[config.mk]
export PLATFORM = sky130hd
export DESIGN_NAME = ifetch_queue
export DESIGN_NICKNAME = d
export VERILOG_FILES = /design/src/rtl/pipe_pkg.sv /design/src/rtl/sync_fifo.sv /design/src/rtl/ifetch_queue.sv
export SDC_FILE = /design/constraint.sdc
export NUM_CORES = 1
export LEC_CHECK = 0
export CELL_PAD_IN_SITES_DETAIL_PLACEMENT = 0
export CELL_PAD_IN_SITES_GLOBAL_PLACEMENT = 1
export CORE_MARGIN = 2
export CORE_UTILIZATION = 40
export DETAILED_ROUTE_END_ITERATION = 10
export MAX_ROUTING_LAYER = met4
export PLACE_DENSITY = 0.84
export SETUP_SLACK_MARGIN = 0.05
export SLEW_MARGIN = 20
export SYNTH_ARGS = -nofsm -noshare
export SYNTH_HDL_FRONTEND = slang
export SYNTH_SLANG_ARGS = --single-unit
[constraint.sdc]
create_clock -name clk_i -period 3.33 [get_ports clk_i]
set_clock_uncertainty 0.15 [all_clocks]
set_input_delay 0.666 -clock clk_i [delete_from_list [all_inputs] [get_ports clk_i]]
set_output_delay 0.666 -clock clk_i [all_outputs]
set_load 0.01 [all_outputs]
[src/rtl/pipe_pkg.sv]
// Shared CPU pipeline definitions: datapath widths, reset vector and the
// instruction-queue entry layout used by the fetch stage.
package pipe_pkg;

  localparam int INSTR_W = 32;
  localparam int ADDR_W  = 32;

  localparam logic [ADDR_W-1:0] RESET_PC_DEFAULT = 32'h0000_0000;
  localparam logic [ADDR_W-1:0] WORD_ALIGN_MASK  = 32'hFFFF_FFFC;
  localparam logic [ADDR_W-1:0] INSTR_BYTES      = 32'd4;

  typedef struct packed {
    logic [INSTR_W-1:0] ins;
    logic [ADDR_W-1:0]  pc4;
  } fetch_entry_t;

  function automatic logic [ADDR_W-1:0] word_align(input logic [ADDR_W-1:0] addr);
    return addr & WORD_ALIGN_MASK;
  endfunction

endpackage

[src/rtl/sync_fifo.sv]
// Single-clock FIFO with registered storage, synchronous clear and occupancy
// count. The caller guarantees no push when full and no pop when empty.
module sync_fifo #(
  parameter  int DEPTH = 4,
  parameter  int WIDTH = 64,
  localparam int AW    = (DEPTH > 1) ? $clog2(DEPTH) : 1,
  localparam int CW    = $clog2(DEPTH + 1)
) (
  input  logic             clk,
  input  logic             rst_n,
  input  logic             clear,
  input  logic             push,
  input  logic [WIDTH-1:0] wdata,
  input  logic             pop,
  output logic [WIDTH-1:0] rdata,
  output logic [CW-1:0]    count
);

  logic [WIDTH-1:0] mem [DEPTH];
  logic [AW-1:0]    rd_ptr;
  logic [AW-1:0]    wr_ptr;

  // NOTE: sequential state uses non-blocking assignments so every register
  // samples pre-edge values, independent of statement order.
  always_ff @(posedge clk) begin
    if (!rst_n || clear) begin
      rd_ptr <= '0;
      wr_ptr <= '0;
      count  <= '0;
    end else begin
      if (push) wr_ptr <= wr_ptr + AW'(1);
      if (pop)  rd_ptr <= rd_ptr + AW'(1);
      count <= count + CW'(push) - CW'(pop);
    end
  end

  // NOTE: the storage array is deliberately not reset; count gates validity,
  // so clearing data would only cost reset fan-out.
  always_ff @(posedge clk) begin
    if (push) mem[wr_ptr] <= wdata;
  end

  assign rdata = mem[rd_ptr];

endmodule

[src/rtl/ifetch_queue.sv]
// Fetch stage: issues sequential word fetches under a credit limit, buffers
// returned words with their PC+4, and flushes wrong-path words on redirect.
module ifetch_queue
  import pipe_pkg::*;
#(
  parameter int                DEPTH    = 4,
  parameter logic [ADDR_W-1:0] RESET_PC = RESET_PC_DEFAULT
) (
  input  logic               clk_i,
  input  logic               rst_i,
  output logic               mem_req_o,
  output logic [ADDR_W-1:0]  mem_addr_o,
  input  logic               mem_ready_i,
  input  logic               mem_rvalid_i,
  input  logic [INSTR_W-1:0] mem_rdata_i,
  output logic               valid_o,
  output logic [INSTR_W-1:0] ins_o,
  output logic [ADDR_W-1:0]  pc4_o,
  input  logic               take_i,
  input  logic               redirect_i,
  input  logic [ADDR_W-1:0]  redirect_pc_i
);

  localparam int CW = $clog2(DEPTH + 1);

  logic [ADDR_W-1:0] fetch_pc;
  logic [ADDR_W-1:0] resp_pc;
  logic [CW-1:0]     outstanding;
  logic [CW-1:0]     outstanding_nxt;
  logic [CW-1:0]     drop_cnt;
  logic [CW-1:0]     fifo_count;
  logic              credit;
  logic              accept;
  logic              push;
  logic              pop;
  fetch_entry_t      push_entry;
  fetch_entry_t      head;

  // NOTE: every always_comb output gets a default first so no path can
  // leave a signal unassigned and infer a latch.
  always_comb begin
    credit          = 1'b0;
    mem_req_o       = 1'b0;
    accept          = 1'b0;
    push            = 1'b0;
    pop             = 1'b0;
    outstanding_nxt = outstanding;

    // Buffered plus in-flight words never exceed the queue, so a push always fits.
    credit          = ((CW+1)'(fifo_count) + (CW+1)'(outstanding)) < (CW+1)'(DEPTH);
    mem_req_o       = rst_i & credit;
    accept          = mem_req_o & mem_ready_i;
    outstanding_nxt = outstanding + CW'(accept) - CW'(mem_rvalid_i);
    push            = mem_rvalid_i & (drop_cnt == '0) & ~redirect_i;
    pop             = valid_o & take_i & ~redirect_i;
  end

  assign push_entry = '{ins: mem_rdata_i, pc4: resp_pc + INSTR_BYTES};

  always_ff @(posedge clk_i) begin
    if (!rst_i) begin
      fetch_pc    <= word_align(RESET_PC);
      resp_pc     <= word_align(RESET_PC);
      outstanding <= '0;
      drop_cnt    <= '0;
    end else begin
      outstanding <= outstanding_nxt;
      if (redirect_i) begin
        // Everything still in flight after this edge is wrong-path.
        fetch_pc <= word_align(redirect_pc_i);
        resp_pc  <= word_align(redirect_pc_i);
        drop_cnt <= outstanding_nxt;
      end else begin
        if (accept) fetch_pc <= fetch_pc + INSTR_BYTES;
        if (mem_rvalid_i) begin
          if (drop_cnt != '0) drop_cnt <= drop_cnt - CW'(1);
          else                resp_pc  <= resp_pc + INSTR_BYTES;
        end
      end
    end
  end

  sync_fifo #(
    .DEPTH (DEPTH),
    .WIDTH ($bits(fetch_entry_t))
  ) u_queue (
    .clk   (clk_i),
    .rst_n (rst_i),
    .clear (redirect_i),
    .push  (push),
    .wdata (push_entry),
    .pop   (pop),
    .rdata (head),
    .count (fifo_count)
  );

  assign mem_addr_o = fetch_pc;
  assign valid_o    = (fifo_count != '0);
  assign ins_o      = head.ins;
  assign pc4_o      = head.pc4;

endmodule

==> results.md <==
| Stage | Result | Reported |
|---|---|---|
| clock tree | Clock transition time at the flip-flop clock pins of the worst setup and hold paths | 0.06 ns |
| critical path | Worst path bufs/invs | 2 |
| global route | Wire length of the first global-routing pass | 45900 um |
| sta | Worst-case headroom to the max-slew limit | 60.5% |
| drt | Initial DRC Count | 502 |
| clock tree | Post_cts resized | 0 |
| yosys | Count of unique library cells instantiated by Yosys | 55 |
| drt | Final Routed Wirelength | 28900 um |
| yosys | Post-synthesis average cell area | 15.2 um^2 |
| clock tree | Clock insertion delay at the later pin of the skew report | 0.51 ns |
| global route | Antenna violations before repair | 0 |
| sta | RSZ-0062 raised after global routing | no |
| clock tree | Sink count of the clock tree | 323 |
| yosys | Part of the Yosys area used for sequential elements | 66.2% |
| critical path | Ordered list of cells on the worst path | buf_12 -> mux4_2 -> clkdlybuf4s50_1 |
| clock tree | Root Buffer Master | clkbuf_16 |
| power and ir drop | Standby leakage power | 5.42 nW |
| placement | Routability congestion estimate | 0.816 |
| cells and area | Fraction of final layout cells with drive strength greater than 1 | 15.5% |
| global route | Aggregate global routing overflow | 0 |
| cells and area | Nets@finish | 1148 |
| clock tree | CTS tree | yes |
| sta | Fmax | 316 MHz |
| yosys | Number of flops mapped to enable cells by yosys | 248 |
| drt | Drt drc | 0 |
| cells and area | Final core occ | 50.7% |
| critical path | Worst setup EP type | primary output |
| critical path | Worst setup path category | reg2out |
| floorplan | Effective utilization at floorplan | 40.4% |
| sta | Setup TNS Final | 0 ns |
| floorplan | Standard-cell row count | 67 |
| sta | Final number of hold-violating endpoints | 0 |
| floorplan | Area of the core | 33400 um^2 |
| critical path | Register-to-register setup slack | 0.53 ns |
| cells and area | Total inserted antenna cells | 0 |
| yosys | Share of async-settable or async-resettable flops after synthesis | 0% |
| critical path | Highest net fanout along the worst path | 29 |
| critical path | Critical path launch point type | flop |
| cells and area | Layout-stage area growth over the synthesis result | 25.5% |
| sta | Final critical-path share of the clock period | 94.9% |
| drt | Detailed-route wire length per cell | 18.8 um |
| critical path | Highest-delay cell along the critical path | dfxtp_2 |
| yosys | Warnings, synthesis | 0 |
| global route | Pin count of the biggest net entering global routing | 60 |
| clock tree | Number of CTS-inserted buffers | 35 |
| sta | Setup violations, final | 0 |
| clock tree | Maximum root-to-sink buffer count | 3 |
| sta | Worst slew pin tran | 0.592 ns |
| sta | Minimum clock period after layout | 3.16 ns |
| drt | TritonRoute pass-1 iters | 8 |
| worst hold path | Hold Path Class | reg2reg |
| run status | Status | completed |
| critical path | Data arrival time of the critical path | 2.35 ns |
| global route | Via count of the first global-routing pass | 8196 |
| floorplan | IO Count | 168 |
| yosys | Post-synthesis cell count | 889 |
| power and ir drop | Worst voltage drop across the vdd grid | 0.322 mV |
| drt | Antenna Nets Post-Route | 0 |
| yosys | Ys flop type | edfxtp_1 |
| critical path | Crit-path leading delay family | buffers and inverters |
| placement | Total half-perimeter wirelength after legalization and detailed placement | 19000 um |
| floorplan | Die boundary width | 188 um |
| critical path | Required @ worst endpoint | 2.51 ns |
| yosys | Post-synth design cell area | 13500 um^2 |
| flow run | Maximum capacitance violations | 0 |
| drt | Detailed-route vias per instance | 5.42 |
| critical path | Slowest cell delay on critical path | 0.67 ns |
| global route | Total GRT Usage | 17.0% |
| power and ir drop | Total power per unit cell area | 549 nW/um^2 |
| yosys | Post-synthesis sequential element count | 323 |
| placement | Count of input and output buffers | 161 |
| clock tree | Number of H-tree branching levels | 2 |
| floorplan | Vert. Die Dim | 188 um |
| floorplan | Die Footprint | 35300 um^2 |
| drt | Vias after detailed routing | 8318 |
| sta | Final Slew Violations | 0 |
-- final cells by class --
| type | instances | area, um^2 |
|---|---|---|
| fill | 2752 | 16500 |
| sequential | 323 | 8950 |
| multi-input combinational | 487 | 4250 |
| timing repair buffer | 196 | 2020 |
| clock buffer | 44 | 910 |
| tap | 448 | 561 |
| clock inverter | 18 | 206 |
| inverter | 19 | 71.3 |
-- cells in the final DEF, fill, tap and decap left out, types with 24 or more instances in the layout --
cell	netlist	layout
a31oi_1	36	36
clkbuf_16	0	35
clkdlybuf4s50_1	0	161
dfxtp_1	75	73
edfxtp_1	248	248
mux4_2	62	62
nand2_1	29	29
nand3_1	24	24
nand4_1	26	26
o21ai_0	35	35
or4_1	28	28
xnor2_1	32	32
-- state kept, by name (all words and copies together), names as in the netlist, named ones only --
| register | cells |
|---|---|
| mem_addr_o | 30 |
| u_queue.count | 3 |
| outstanding | 3 |
| resp_pc | 30 |
| u_queue.rd_ptr | 2 |
| u_queue.mem | 248 |
| drop_cnt | 3 |
| u_queue.wr_ptr | 2 |
-- worst reg2reg max path: cells and delay by family (launching register included) --
kind	cells	cell delay, ns
simple gates	3	1.26
flops	1	0.46
xor+xnor	1	0.39
fa+ha+maj	1	0.31
-- cell usage after synthesis (19+ instances only) --
master      n  share of area [%]
nand2_1    29               0.81
o21ai_0    35                1.3
inv_1      19               0.53
nand4_1    26                1.2
a21oi_1    21               0.78
mux4_2     62                 10
clkbuf_1   40                1.1
edfxtp_1  248                 55
nor2_1     23               0.64
xor2_1     19                1.2
or4_1      28                1.6
xnor2_1    32                2.1
a31oi_1    36                1.7
o31ai_1    23                1.3
dfxtp_1    75                 11
nand3_1    24               0.89
-- per-stage QoR --
stage / area, um^2 / std cells / setup WS [ns] / total power [mW] / hold slack [ns]
3_5_place_dp: 15800 / 1470 / 0.0802 / 5.66 / 0.352
4_1_cts: 17000 / 1535 / 0.124 / 9.42 / 0.361
5_1_grt: 17000 / 1535 / 0.0723 / 9.68 / 0.397
2_1_floorplan: 13500 / 892 / 0.277 / 5.18 / 0.316
6_report: 17000 / 1535 / 0.169 / 9.32 / 0.355
3_3_place_gp: 15800 / 1470 / 0.0510 / 5.63 / 0.332
-- path summary, 6_finish.rpt --
path / from / depth (start not counted) / to
min reg2reg: u_queue.wr_ptr[0] / 2 / u_queue.wr_ptr[0]
max reg2reg: resp_pc[2] / 5 / u_queue.mem[1][16]
min: u_queue.wr_ptr[0] / 2 / u_queue.wr_ptr[0]
max: flop / 3 / pc4_o[13]
-- power breakdown --
| part | internal (mW) | switching, mW | leakage (nW) |
|---|---|---|---|
| clock | 2.25 | 1.49 | 0.547 |
| combinational | 0.474 | 0.455 | 1.99 |
| sequential | 4.52 | 0.122 | 2.88 |
-- cell families after synthesis --
group	Yosys count	share of synthesized area (%)
fa+ha+maj	16	1.59
mux	63	10.4
flops	323	66.2
other cells	1	0.0277
xor+xnor	51	3.30
buf+inv	82	2.52
compound gates	138	6.46
simple gates	215	9.50
-- per-layer routing --
metal | track usage (%) | part of all wire, %
met4 | 3.57 | 1.4
met2 | 26.1 | 46
met1 | 24.0 | 47
met3 | 2.71 | 5.6
met5 | - | 0
-- repair_timing --
item / in CTS / in global routing
hold buffers: 0 / 0
setup endpoints to repair: 19 / 0
buffers inserted: 3 / 0
endpoints found under the hold margin: 0 / 0
(Power assumes the default switching activity.)
